==> src/rtl/multicycle_ctrl.sv <==
// Multicycle MIPS-style control unit: fetch/decode/execute/memory/write-back
// sequencer driving datapath strobes and selects from a 4-bit state register.
//
// Ports:
//   clk_i        - clock, rising edge
//   rst_i        - asynchronous active-low reset
//   instr_op_i   - opcode field of the instruction register
//   zero_i       - ALU zero flag (branch resolution)
//   mem_ready_i  - memory access completes this cycle
//   pc_write_o   - load PC
//   ir_write_o   - load instruction register
//   mem_read_o   - memory read strobe
//   mem_write_o  - memory write strobe
//   reg_write_o  - register file write enable
//   reg_dst_o    - write-back address select (1 = rd)
//   mem_to_reg_o - write-back data select (1 = memory)
//   alu_src_a_o  - ALU A select (0 = PC, 1 = rs)
//   alu_src_b_o  - ALU B select (rt / 4 / imm / imm<<2)
//   alu_op_o     - ALU op class (add / sub / funct / slt)
//   illegal_o    - one-cycle pulse on unsupported opcode
//   state_o      - current state code (debug)
module multicycle_ctrl (
    input  logic       clk_i,
    input  logic       rst_i,
    input  logic [5:0] instr_op_i,
    input  logic       zero_i,
    input  logic       mem_ready_i,
    output logic       pc_write_o,
    output logic       ir_write_o,
    output logic       mem_read_o,
    output logic       mem_write_o,
    output logic       reg_write_o,
    output logic       reg_dst_o,
    output logic       mem_to_reg_o,
    output logic       alu_src_a_o,
    output logic [1:0] alu_src_b_o,
    output logic [1:0] alu_op_o,
    output logic       illegal_o,
    output logic [3:0] state_o
);

    typedef enum logic [3:0] {
        S_IF       = 4'd0,
        S_ID       = 4'd1,
        S_EX_R     = 4'd2,
        S_EX_I     = 4'd3,
        S_EX_BR    = 4'd4,
        S_MEM_ADDR = 4'd5,
        S_MEM_RD   = 4'd6,
        S_MEM_WR   = 4'd7,
        S_WB_R     = 4'd8,
        S_WB_I     = 4'd9,
        S_WB_MEM   = 4'd10
    } state_t;

    localparam logic [5:0] OP_R    = 6'd0;
    localparam logic [5:0] OP_BEQ  = 6'd4;
    localparam logic [5:0] OP_BNE  = 6'd5;
    localparam logic [5:0] OP_ADDI = 6'd8;
    localparam logic [5:0] OP_SLTI = 6'd10;
    localparam logic [5:0] OP_LW   = 6'd35;
    localparam logic [5:0] OP_SW   = 6'd43;

    localparam logic [1:0] SRCB_RT   = 2'b00;
    localparam logic [1:0] SRCB_FOUR = 2'b01;
    localparam logic [1:0] SRCB_IMM  = 2'b10;
    localparam logic [1:0] SRCB_BOFF = 2'b11;

    localparam logic [1:0] ALU_ADD   = 2'b00;
    localparam logic [1:0] ALU_SUB   = 2'b01;
    localparam logic [1:0] ALU_FUNCT = 2'b10;
    localparam logic [1:0] ALU_SLT   = 2'b11;

    state_t     r_state;
    logic [5:0] r_op;
    logic       w_legal;

    always_comb begin
        w_legal = (instr_op_i == OP_R)    ||
                  (instr_op_i == OP_ADDI) ||
                  (instr_op_i == OP_SLTI) ||
                  (instr_op_i == OP_BEQ)  ||
                  (instr_op_i == OP_BNE)  ||
                  (instr_op_i == OP_LW)   ||
                  (instr_op_i == OP_SW);
    end

    // State register and opcode latch. The opcode is captured in ID so later
    // changes on instr_op_i cannot redirect an instruction in flight.
    always_ff @(posedge clk_i or negedge rst_i) begin
        if (!rst_i) begin
            r_state <= S_IF;
            r_op    <= '0;
        end else begin
            case (r_state)
                S_IF: begin
                    if (mem_ready_i)
                        r_state <= S_ID;
                end
                S_ID: begin
                    r_op <= instr_op_i;
                    if (instr_op_i == OP_R)
                        r_state <= S_EX_R;
                    else if (instr_op_i == OP_ADDI ||
                             instr_op_i == OP_SLTI)
                        r_state <= S_EX_I;
                    else if (instr_op_i == OP_BEQ ||
                             instr_op_i == OP_BNE)
                        r_state <= S_EX_BR;
                    else if (instr_op_i == OP_LW ||
                             instr_op_i == OP_SW)
                        r_state <= S_MEM_ADDR;
                    else
                        r_state <= S_IF;
                end
                S_EX_R:  r_state <= S_WB_R;
                S_EX_I:  r_state <= S_WB_I;
                S_EX_BR: r_state <= S_IF;
                S_MEM_ADDR: begin
                    if (r_op == OP_SW)
                        r_state <= S_MEM_WR;
                    else
                        r_state <= S_MEM_RD;
                end
                S_MEM_RD: begin
                    if (mem_ready_i)
                        r_state <= S_WB_MEM;
                end
                S_MEM_WR: begin
                    if (mem_ready_i)
                        r_state <= S_IF;
                end
                S_WB_R:   r_state <= S_IF;
                S_WB_I:   r_state <= S_IF;
                S_WB_MEM: r_state <= S_IF;
                default:  r_state <= S_IF;
            endcase
        end
    end

    // Outputs decode the state directly. The few same-cycle dependencies
    // (fetch completion, branch resolution, illegal opcode) are gated so that
    // an asserted reset never lets a write strobe through.
    always_comb begin
        pc_write_o   = 1'b0;
        ir_write_o   = 1'b0;
        mem_read_o   = 1'b0;
        mem_write_o  = 1'b0;
        reg_write_o  = 1'b0;
        reg_dst_o    = 1'b0;
        mem_to_reg_o = 1'b0;
        alu_src_a_o  = 1'b0;
        alu_src_b_o  = SRCB_RT;
        alu_op_o     = ALU_ADD;
        illegal_o    = 1'b0;
        case (r_state)
            S_IF: begin
                mem_read_o  = 1'b1;
                alu_src_b_o = SRCB_FOUR;
                ir_write_o  = mem_ready_i & rst_i;
                pc_write_o  = mem_ready_i & rst_i;
            end
            S_ID: begin
                alu_src_b_o = SRCB_BOFF;
                illegal_o   = ~w_legal;
            end
            S_EX_R: begin
                alu_src_a_o = 1'b1;
                alu_op_o    = ALU_FUNCT;
            end
            S_EX_I: begin
                alu_src_a_o = 1'b1;
                alu_src_b_o = SRCB_IMM;
                alu_op_o    = (r_op == OP_SLTI) ? ALU_SLT : ALU_ADD;
            end
            S_EX_BR: begin
                alu_src_a_o = 1'b1;
                alu_op_o    = ALU_SUB;
                pc_write_o  = (r_op == OP_BNE) ? ~zero_i : zero_i;
            end
            S_MEM_ADDR: begin
                alu_src_a_o = 1'b1;
                alu_src_b_o = SRCB_IMM;
            end
            S_MEM_RD: begin
                mem_read_o = 1'b1;
            end
            S_MEM_WR: begin
                mem_write_o = 1'b1;
            end
            S_WB_R: begin
                reg_write_o = 1'b1;
                reg_dst_o   = 1'b1;
            end
            S_WB_I: begin
                reg_write_o = 1'b1;
            end
            S_WB_MEM: begin
                reg_write_o  = 1'b1;
                mem_to_reg_o = 1'b1;
            end
            default: ;
        endcase
    end

    assign state_o = r_state;

endmodule

==> config.mk <==
export PLATFORM = sky130hd
export DESIGN_NAME = multicycle_ctrl
export DESIGN_NICKNAME = d
export VERILOG_FILES = /design/src/rtl/multicycle_ctrl.sv
export SDC_FILE = /design/constraint.sdc
export NUM_CORES = 1
export LEC_CHECK = 0
export CAP_MARGIN = 20
export CORE_MARGIN = 10
export CORE_UTILIZATION = 45
export DETAILED_ROUTE_END_ITERATION = 8
export PLACE_DENSITY = 0.82
export SKIP_CTS_REPAIR_TIMING = 1
export SKIP_LAST_GASP = 1
export SLEW_MARGIN = 0
export SYNTH_ARGS = -nofsm -noshare
export SYNTH_HDL_FRONTEND = slang
export SYNTH_SLANG_ARGS = --single-unit
==> constraint.sdc <==
create_clock -name clk_i -period 3.6 [get_ports clk_i]
set_input_delay 0.54 -clock clk_i [delete_from_list [all_inputs] [get_ports clk_i]]
set_output_delay 0.54 -clock clk_i [all_outputs]
set_load 0.02 [all_outputs]
==> Yosys cells after proc, flatten, opt, wreduce, memory -nomap -nowiden <==
Cells that the tools add are included.
{ "word_totals": {"register_bits": 10, "inputBits": 10, "output_inout_bits": 17, "wordCells": 65} }
{ "classes": {"n_eq_ne": 22, "mux": 22, "n_bitwise": 3, "n_reduce_logical": 16} }
{ "op_table": {"columns": ["op", "count"], "rows": [
  ["4-bit one-hot mux with 7 select lines", 1],
  ["6-bit by 3-bit == test with 1-bit output, second input constant", 3],
  ["6-bit by 4-bit == test with 1-bit output, second input constant", 3],
  ["6-bit == test, second input constant", 3],
  ["4-bit by 3-bit == test with 1-bit output, second input constant", 4],
  ["4-bit == test, second input constant", 3],
  ["3-bit 2-to-1 mux", 4],
  ["4-bit 2-to-1 mux", 3],
  ["2-bit one-hot mux with 3 select lines", 2],
  ["1-bit 2-to-1 mux", 10],
  ["1-bit logical OR", 9],
  ["4-bit by 2-bit == test with 1-bit output, second input constant", 2],
  ["6-bit zero test", 1],
  ["2-bit inequality test, second input constant", 3],
  ["4-bit by 1-bit == test with 1-bit output, second input constant", 1],
  ["4-bit zero test", 1],
  ["2-bit OR reduction", 2],
  ["4-bit OR reduction", 1],
  ["3-bit AND reduction", 1],
  ["3-bit OR reduction", 1],
  ["2-bit 2-to-1 mux", 1],
  ["1-bit inverter", 2],
  ["1-bit one-hot mux with 2 select lines", 1],
  ["1-bit AND", 1]
]} }

==> Depth between registers and ports, before layout <==
Gate-level depths: netlist of run 1.
{ "depth": {"depth_word": 9, "ltp_mapped": 5, "depth_no_buf": 4} }

==> Worst setup path after synthesis of run 1 <==
Ideal clock, no wire load.
{ "synth_path": {"path_kind": "register to output", "start": "reg r_op[2]", "end": "out alu_op_o[0]", "arrival_time_ps": 1538, "t_required_ps": 3060, "setup_slack_ps": 1522, "path_stages_with_launch": 5, "path_buffers": 0, "cell_sequence": "dfrtp_1 -> nand3b_1 -> or4_1 -> or3_1 -> a21oi_2"} }
{ "synth_between": {"elab_chain_len": 3} }
{ "synth_lines": {"columns": ["element", "line", "rtl"], "rows": [
  ["start, declared", "75", "logic [5:0] r_op;"],
  ["start signal, assigned", "101", "r_op <= instr_op_i;"],
  ["6-bit by 4-bit == test with 1-bit output", "174", "alu_op_o = (r_op == OP_SLTI) ? ALU_SLT : ALU_ADD;"],
  ["2-bit 2-to-1 mux", "174", null],
  ["2-bit one-hot mux with 3 select lines", "156", "case (r_state)"],
  ["end, declared", "37", "output logic [1:0] alu_op_o,"]
]} }
No other way between the ends.

==> Final worst setup path of run 1 <==
{ "layout_path": {"start": "in instr_op_i[5]", "end": "out illegal_o"} }
{ "layout_between": {"elab_chain_len": 9, "elab_cells_between_ends": 15, "classes_between": "eq/ne: 6; mux: 1; bitwise: 1; reduce/logical: 7"} }
{ "layout_lines": {"columns": ["element", "line", "rtl"], "rows": [
  ["start, declared", "25", "input logic [5:0] instr_op_i,"],
  ["6-bit by 4-bit == test with 1-bit output / 6-bit zero test (equally long branches)", "80, 79", null],
  ["1-bit logical OR", "79", "w_legal = (instr_op_i == OP_R) ||"],
  ["1-bit logical OR", "80", "(instr_op_i == OP_ADDI) ||"],
  ["1-bit logical OR", "81", "(instr_op_i == OP_SLTI) ||"],
  ["1-bit logical OR", "82", "(instr_op_i == OP_BEQ) ||"],
  ["1-bit logical OR", "83", "(instr_op_i == OP_BNE) ||"],
  ["1-bit logical OR *", "84", "(instr_op_i == OP_LW) ||"],
  ["1-bit inverter *", "165", "illegal_o = ~w_legal;"],
  ["1-bit 2-to-1 mux *", "156", null],
  ["end, declared", "38", "output logic illegal_o,"]
]} }
Mark *: on every way between the ends. The rest lies on a longest branch, timed or not.

==> results of run 1 <==
-- state kept, by name (all words and copies together) (netlist names) --
name / flops
r_op: 6
state_o: 4
-- Yosys cell counts, types with 2 or more instances --
master    number  area [um^2]
nor3_1         3         15.0
nand3b_1       2         15.0
dfrtp_1       10          250
nor2_1         5         18.8
nor4b_1        2         17.5
or4b_1         2         20.0
nand3_1        2         10.0
a31oi_1        2         12.5
inv_1          3         11.3
nand2_1        8         30.0
o21ai_1        2         10.0
xnor2_1        2         17.5
nor3b_1        4         30.0
mux2_2         5         56.3
a21oi_1        5         25.0
clkbuf_1       2         7.51
-- cells by family after synthesis --
family	share of synthesized area [%]
and+or+nand+nor	32.4
DFF	36.2
xor gates and xnor gates	2.54
buffers and inverters	5.07
muxes	9.78
AOI/OAI and AO/OA	14.0
-- power breakdown --
group          leakage, nW  internal [mW]  switching, mW
clock               0.0138         0.0385         0.0360
sequential           0.124          0.136         0.0281
combinational        0.215         0.0693         0.0574
total                0.353          0.244          0.121
-- final cells by class --
class | instances | share of cell area (%)
Multi-Input combinational cell | 58 | 41.5
Tap cell | 16 | 2.05
Sequential cell | 10 | 25.6
Inverter | 3 | 1.15
Clock buffer | 3 | 2.30
Timing Repair Buffer | 27 | 27.4
-- metrics by stage --
| step | setup WS [ns] | cells |
|---|---|---|
| 2_1_floorplan | 1.52 | 75 |
| 3_3_place_gp | 0.720 | 114 |
| 3_5_place_dp | 0.680 | 114 |
| 4_1_cts | 0.655 | 117 |
| 5_1_grt | 0.584 | 117 |
| 6_report | 0.663 | 117 |
-- path summary, 6_finish.rpt --
| check | start | depth (start not counted) | to | slack (ns) |
|---|---|---|---|---|
| worst max-delay path | instr_op_i[5] | 5 | illegal_o | 0.66 |
| worst min-delay path | r_op[2] | 1 | r_op[2] | 0.54 |
| worst max register to register | state_o[1] | 4 | state_o[0] | 1.84 |
| worst min register to register | r_op[2] | 1 | r_op[2] | 0.54 |
| max in group asynchronous | rst_i | 2 | state_o[0] | 2.89 |
| min in group asynchronous | rst_i | 2 | r_op[2] | 0.57 |
-- worst max-delay path: stages --
cell and delay (ns):
clkdlybuf4s50_1 0.51, or4b_1 0.55, a21oi_1 0.19, nor2_1 0.07, clkdlybuf4s50_1 0.54
-- per-layer routing --
metal	up-vias	GRT usage, %	wire, um
met4	0	3.93	26
met5	-	0	0
met3	4	4.08	157
li1	331	-	-
met1	317	11.2	741
met2	26	20.6	901
==> flow_metrics.py, run 1 <==
metrics = {
    "pwr": {
        "p_leak_nw": 0.353,
        "p_per_area_mw_per_mm2": 374,
        "total_power_mw": 0.366,
        "ir_drop_mv": 0.224,
    },
    "cts": {
        "clk_latency_ns": 0.26,
        "cts_tree": "built",
        "clkSinkCount": 10,
        "numCtsBuffers": 3,
        "h-tree-depth": 1,
        "clk_pin_slew_ns": 0.06,
        "clockRootBuffer": "clkbuf_4",
        "cts.path.max_buffers": 2,
    },
    "die": {
        "die_h_um": 59.2,
        "start_util_pct": 46.9,
        "core_area_mm2": 0.00147,
        "die_area_mm2": 0.00350,
        "fp.dieW_um": 59.2,
        "rows": 14,
        "io_pins": 27,
    },
    "timing": {
        "slew_violations": 0,
        "grt_setup_unrepaired": "no",
        "worst_pin_slew_ns": 0.459,
        "final_hold_viol_count": 0,
        "holdWs_ns": 0.539,
        "fmax_mhz": 340,
        "setup_viol": 0,
        "skew_ns": 0.00139,
        "min_period_ns": 2.94,
        "period_share_pct": 81.6,
        "relSlewSlack_pct": 69.4,
        "fin_setup_tns_ns": 0,
    },
    "routing": {
        "avgRoutedWirePerCell_um": 15.6,
        "drt-initial-drc-count": 11,
        "firstDrtPassIters": 4,
        "drc": 0,
        "routed_wl_mm": 1.83,
        "vias_per_cell": 5.79,
        "route.antenna.remaining_nets": 0,
        "vias": 678,
    },
    "global_routing": {
        "grt_usage_pct": 11.2,
        "grt_pass1_wl_mm": 3.17,
        "grt_max_degree": 15,
        "grt_pass1_vias": 715,
        "grt_overflow": 0,
        "antenna_found_initial": 0,
    },
    "worst_setup_path": {
        "arrival_ns": 2.40,
        "criticalPathCategory": "primary input to primary output",
        "crit_path_start_kind": "primary input",
        "required_ns": 3.06,
        "crit_path_end_kind": "primary output",
        "crit_fanout": 6,
    },
    "cells_and_area": {
        "multiInputGateArea_um2": 405,
        "utilization_pct": 66.4,
        "area_growth_pct": 41.5,
        "finish.instance_area_um2": 977,
        "mostFrequentLayoutCells": "clkdlybuf4s50_1 (26), dfrtp_1 (10), nand2_1 (8)",
        "diodes": 0,
        "layout_commonest_cell": "clkdlybuf4s50_1",
        "layout-drive-gt1-share_pct": 12.9,
        "nFillCells": 143,
        "regArea_um2": 250,
        "nets": 113,
    },
    "logic_synthesis": {
        "yosysWarningCount": 0,
        "synth_seq_cells": 10,
        "syn-cell-area_um2": 691,
        "async_flop_share_pct": 100,
        "syn-num-nets": 85,
        "synth_edf_count": 0,
        "syn_inst": 75,
        "synthFlopType": "dfrtp_1",
        "synth_area_per_cell_um2": 9.21,
        "ys_seq_area_share_pct": 36.2,
        "synth.distinct_cells": 32,
    },
    "placement": {
        "dpl-instance-area_um2": 955,
        "dp_hpwl_mm": 1.49,
        "routabilityCongestion": 0.787,
        "port-buffer-count": 26,
    },
    "run": {
        "drv_cap": 0,
    },
    "outcome": {
        "status": "finished clean",
    },
    "min_path": {
        "hold_class": "flop to flop",
    },
}
Power figures use the tool's default switching activity.
==> inputs of run 2 (changes only) <==
--- a/config.mk
+++ b/config.mk
@@ -7,9 +7,9 @@
 export LEC_CHECK = 0
 export CAP_MARGIN = 20
 export CORE_MARGIN = 10
-export CORE_UTILIZATION = 45
+export CORE_UTILIZATION = 42
 export DETAILED_ROUTE_END_ITERATION = 8
-export PLACE_DENSITY = 0.82
+export PLACE_DENSITY = 0.78
 export SKIP_CTS_REPAIR_TIMING = 1
 export SKIP_LAST_GASP = 1
 export SLEW_MARGIN = 0
==> constraint.sdc (replaced) <==
create_clock -name clk_i -period 2.75 [get_ports clk_i]
set_input_delay 0.4125 -clock clk_i [delete_from_list [all_inputs] [get_ports clk_i]]
set_output_delay 0.4125 -clock clk_i [all_outputs]
set_load 0.02 [all_outputs]
==> run 2 against run 1 <==
Effect of this change: core utilization down 0.24 points; combinational power rose by 33%; cell area up 3.2%; sequential share of layout area shrank 0.79 points; clock skew is 0.0058 ns higher; non-clock buffer count grew 2; critical path depth unchanged; die area up 4.7%; cell count increased by 2.6%; highest routed layer unchanged.
==> flow_metrics.py, run 2 (synthesized netlist as in run 1, its figures left out) <==
metrics = {
    "cts": {
        "clockRootBuffer": "clkbuf_4",
        "clk_latency_ns": 0.26,
        "clk_pin_slew_ns": 0.07,
        "cts.path.max_buffers": 2,
        "numCtsBuffers": 3,
        "cts_tree": "built",
        "clkSinkCount": 10,
        "h-tree-depth": 1,
    },
    "routing": {
        "firstDrtPassIters": 4,
        "route.antenna.remaining_nets": 0,
        "drc": 0,
        "drt-initial-drc-count": 10,
        "vias_per_cell": 5.58,
        "routed_wl_mm": 1.82,
        "avgRoutedWirePerCell_um": 15.2,
        "vias": 670,
    },
    "cells_and_area": {
        "nets": 115,
        "layout_commonest_cell": "clkdlybuf4s50_1",
        "mostFrequentLayoutCells": "clkdlybuf4s50_1 (25), dfrtp_1 (10), nand2_1 (8)",
        "layout-drive-gt1-share_pct": 15.4,
        "regArea_um2": 250,
        "finish.instance_area_mm2": 0.00101,
        "multiInputGateArea_um2": 405,
        "nFillCells": 135,
        "area_growth_pct": 46.0,
        "largest_reg_flops": 6,
        "diodes": 0,
        "regMostFlops": "r_op",
        "layout.cells.non_filler": 120,
    },
    "die": {
        "fp.dieW_um": 60.6,
        "io_pins": 27,
        "rows": 14,
        "start_util_pct": 45.3,
        "die_area_mm2": 0.00367,
        "core_area_mm2": 0.00152,
        "die_h_um": 60.6,
    },
    "outcome": {
        "status": "finished clean",
    },
    "timing": {
        "skew_ns": 0.00721,
        "grt_setup_unrepaired": "no",
        "slew_violations": 0,
        "worst_pin_slew_ns": 0.391,
        "period_share_pct": 94.4,
        "min_period_ns": 2.60,
        "fin_setup_tns_ns": 0,
        "fmax_mhz": 385,
        "relSlewSlack_pct": 73.2,
        "setup_viol": 0,
        "final_hold_viol_count": 0,
    },
    "placement": {
        "dp_hpwl_mm": 1.53,
        "routabilityCongestion": 0.782,
        "place_inst": 116,
        "dpl-instance-area_um2": 970,
        "port-buffer-count": 26,
    },
    "worst_setup_path": {
        "crit_fanout": 5,
        "critPathBufInv": 2,
        "cpPeakStageDelay_ns": 0.53,
        "reg2reg_from": "state_o[1]",
        "crit_chain": "clkdlybuf4s50_1, or4b_1, a21oi_1, nor2_1, clkdlybuf4s50_1",
        "criticalPathCategory": "primary input to primary output",
        "arrival_ns": 2.18,
        "cp.depth": 5,
        "r2r_slack_ns": 1.00,
        "crit_path_frequent_cell": "clkdlybuf4s50_1",
        "crit_path_top_delay_cell": "clkdlybuf4s50_1",
        "crit_path_start_kind": "primary input",
        "worstReg2RegEnd": "state_o[0]",
        "required_ns": 2.34,
        "crit_path_end_kind": "primary output",
        "critical-path-top-delay-family": "buffers and inverters",
        "reg2regPathDepth": 4,
    },
    "min_path": {
        "hold_class": "primary input to asynchronous set/reset pin",
    },
    "global_routing": {
        "grt_overflow": 0,
        "grt_max_degree": 15,
        "antenna_found_initial": 0,
        "grt_usage_pct": 9.85,
        "grt_pass1_wl_mm": 2.90,
        "grt_pass1_vias": 664,
    },
    "pwr": {
        "p_per_area_mw_per_mm2": 508,
        "ir_drop_mv": 0.308,
        "p_leak_nw": 0.389,
    },
    "run": {
        "drv_cap": 0,
    },
}
## run 2: cell types whose count changed in the layout (fill, tap and decap cells not counted), sizes merged
cell / previous run / this run
dlymetal6s2s: 0 / 1
clkbuf: 3 / 4
buf: 1 / 3
clkdlybuf4s50: 26 / 25
## run 2: worst max path at each step
| stage | startpoint | to |
|---|---|---|
| 2_1_floorplan | r_op[2] | alu_op_o[0] |
| 3_3_place_gp | instr_op_i[1] | illegal_o |
| 3_5_place_dp | instr_op_i[1] | illegal_o |
| 4_1_cts | r_op[2] | alu_op_o[0] |
| 5_1_grt | state_o[1] | illegal_o |
| 6_report | instr_op_i[1] | illegal_o |
## run 2: metal layers
layer  wire length [um]  vias up  global-route usage, %
met5                  0        -                      0
met4                  7        0                   5.02
met3                152        2                   3.13
met2                877       21                   17.1
met1                785      306                   10.5
li1                   -      341                      -
## run 2: report_power, final
part           internal, mW  switching [mW]  leakage [nW]
sequential            0.178          0.0360         0.124
clock                0.0803          0.0487        0.0210
combinational        0.0921          0.0766         0.244
total                 0.351           0.161         0.389
## run 2: cell type report
class / count / area share, %
inverter: 3 / 1.12
multi-input combinational: 58 / 40.2
timing repair buffer: 29 / 28.3
clock buffer: 4 / 3.60
sequential: 10 / 24.8
tap: 16 / 1.99
## run 2: stage by stage
step	util (%)	hold WS (ns)	total power, mW	setup WS [ns]
CTS	66.0	0.468	0.519	-0.0527
finish	66.2	0.471	0.512	0.154
global route	66.2	0.491	0.544	0.0565
global placement	63.6	0.491	0.382	0.170
detailed placement	63.6	0.491	0.388	0.146
floorplan	-	0.117	0.312	0.800
==> inputs of run 3 (changes only) <==
--- a/config.mk
+++ b/config.mk
@@ -8,7 +8,9 @@
 export CAP_MARGIN = 20
 export CORE_MARGIN = 10
 export CORE_UTILIZATION = 42
+export CTS_CLUSTER_DIAMETER = 50
 export DETAILED_ROUTE_END_ITERATION = 8
+export GPL_ROUTABILITY_DRIVEN = 0
 export PLACE_DENSITY = 0.78
 export SKIP_CTS_REPAIR_TIMING = 1
 export SKIP_LAST_GASP = 1
==> constraint.sdc (replaced) <==
create_clock -name clk_i -period 2.75 [get_ports clk_i]
set_input_delay 0.55 -clock clk_i [delete_from_list [all_inputs] [get_ports clk_i]]
set_output_delay 0.55 -clock clk_i [all_outputs]
set_load 0.02 [all_outputs]
==> run 3 against run 2 <==
Effect of this change: non-clock buffer count is 7 higher; sequential power hardly changed; global-route usage is 0.67 points higher; flip-flop and latch count stayed put; combinational power is 5% higher; clock skew is 0.0068 ns lower; cell area is 5.7% higher; via count is 5.4% higher; critical path depth is 1 lower; hold slack better by 0.043 ns.
==> flow_metrics.py, run 3 (synthesized netlist as in run 1, its figures left out) <==
metrics = {
    "outcome": {
        "status": "finished clean",
    },
    "cells_and_area": {
        "nets": 122,
        "area_growth_pct": 54.3,
        "layout-drive-gt1-share_pct": 21.6,
        "regMostFlops": "r_op",
        "diodes": 0,
        "mostFrequentLayoutCells": "clkdlybuf4s50_1 (24), buf_4 (10), dfrtp_1 (10), nand2_1 (8)",
        "largest_reg_flops": 6,
        "layout_commonest_cell": "clkdlybuf4s50_1",
    },
    "cts": {
        "h-tree-depth": 1,
        "clkSinkCount": 10,
        "clk_pin_slew_ns": 0.07,
        "numCtsBuffers": 3,
        "cts.path.max_buffers": 2,
        "clockRootBuffer": "clkbuf_4",
        "cts_tree": "built",
        "clk_latency_ns": 0.25,
    },
    "pwr": {
        "combPwrFrac_pct": 33.7,
        "p_per_area_mw_per_mm2": 492,
        "p_sw_mw": 0.166,
        "switching_share_pct": 31.7,
        "clockPowerShare_pct": 24.9,
        "seqPwrFrac_pct": 41.3,
        "ir_drop_mv": 0.351,
        "internal_power_mw": 0.358,
        "p_leak_nw": 0.436,
        "total_power_mw": 0.524,
    },
    "worst_setup_path": {
        "criticalPathCategory": "flop to primary output",
        "crit_path_start_kind": "flop",
        "r2r_slack_ns": 1.03,
        "crit_fanout": 11,
        "reg2regPathDepth": 5,
        "arrival_ns": 2.04,
        "crit_path_end_kind": "primary output",
        "reg2reg_from": "state_o[1]",
        "required_ns": 2.20,
        "worstReg2RegEnd": "state_o[0]",
    },
    "timing": {
        "min_period_ns": 2.59,
        "final_hold_viol_count": 0,
        "setup_viol": 0,
        "worst_pin_slew_ns": 0.477,
        "period_share_pct": 94.3,
        "relSlewSlack_pct": 68.2,
        "grt_setup_unrepaired": "no",
        "slew_violations": 0,
        "fmax_mhz": 386,
        "finalWorstSetupSlack_ns": 0.156,
        "skew_ns": 0.000456,
        "holdWs_ns": 0.514,
    },
    "die": {
        "die_h_um": 60.6,
        "io_pins": 27,
        "core_area_mm2": 0.00152,
        "fp.dieW_um": 60.6,
        "start_util_pct": 45.3,
        "rows": 14,
        "die_area_mm2": 0.00367,
    },
    "run": {
        "drv_cap": 0,
    },
    "global_routing": {
        "grt_usage_pct": 10.5,
        "grt_max_degree": 15,
        "antenna_found_initial": 0,
        "grt_overflow": 0,
        "grt_pass1_wl_mm": 3.17,
        "grt_pass1_vias": 724,
    },
    "placement": {
        "dp_hpwl_mm": 1.56,
        "port-buffer-count": 26,
        "pre_cts_ws_ns": -0.0997,
    },
    "routing": {
        "drt-initial-drc-count": 7,
        "vias": 706,
        "route.antenna.remaining_nets": 0,
        "vias_per_cell": 5.56,
        "drc": 0,
        "routed_wl_mm": 1.90,
        "firstDrtPassIters": 4,
        "avgRoutedWirePerCell_um": 14.9,
    },
    "min_path": {
        "worstHoldPathCells": 1,
        "min_to": "r_op[2]",
        "hold_class": "flop to flop",
        "min_from": "r_op[2]",
    },
}
run 3: cell count changes in the layout (fill, tap and decap cells not counted):
cell / change
nor2_2: +1
dlymetal6s2s_1: +1
clkdlybuf4s50_1: -1
buf_4: +7
nor2_1: -1
run 3: worst max-delay path by stage:
stage | start | endpoint | slack [ns] | depth (start not counted)
2_1_floorplan | r_op[2] | alu_op_o[0] | 0.66 | 4
3_3_place_gp | instr_op_i[5] | illegal_o | -0.09 | 5
3_5_place_dp | instr_op_i[5] | illegal_o | -0.1 | 5
4_1_cts | r_op[2] | alu_op_o[0] | -0.18 | 5
5_1_grt | state_o[2] | pc_write_o | 0.01 | 4
6_report | state_o[2] | pc_write_o | 0.16 | 4
run 3: worst max-delay path, cell delays in order (launching register included):
cell,delay (ns)
dfrtp_1,0.59
inv_1,0.19
nor2_1,0.22
a31o_2,0.19
clkdlybuf4s50_1,0.60
run 3: metrics by stage:
stage | TNS [ns] | area (um^2) | cells | utilization (%)
after floorplan | 0 | 691 | 75 | -
after global placement | -0.0857 | 1020 | 123 | 67.1
after detailed placement | -0.0997 | 1020 | 123 | 67.1
after CTS | -0.301 | 1060 | 127 | 69.5
after global routing | 0 | 1070 | 127 | 70.0
final | 0 | 1070 | 127 | 70.0
run 3: power groups by stage:
stage / Clock, mW / Combinational [mW] / Sequential, mW
floorplan: 0 / 0.108 / 0.204
finish: 0.131 / 0.177 / 0.217
global route: 0.139 / 0.194 / 0.222
global placement: 0 / 0.176 / 0.216
detailed placement: 0 / 0.179 / 0.218
CTS: 0.133 / 0.180 / 0.215
run 3: area by class of cell:
| cell class | instances | area, um^2 |
|---|---|---|
| fillers | 122 | 458 |
| flip-flops and latches | 10 | 250 |
| multi-input cells | 58 | 408 |
| well taps | 16 | 20.0 |
| inverters | 3 | 11.3 |
| clock buffers | 4 | 36.3 |
| repair buffers | 36 | 340 |
run 3: layer usage:
| layer | GRT usage (%) | routed length, um | vias up |
|---|---|---|---|
| met5 | 0 | 0 | - |
| met4 | 2.19 | 12 | 0 |
| met3 | 3.76 | 171 | 2 |
| met2 | 19.3 | 935 | 21 |
| met1 | 11.4 | 779 | 330 |
| li1 | - | - | 353 |
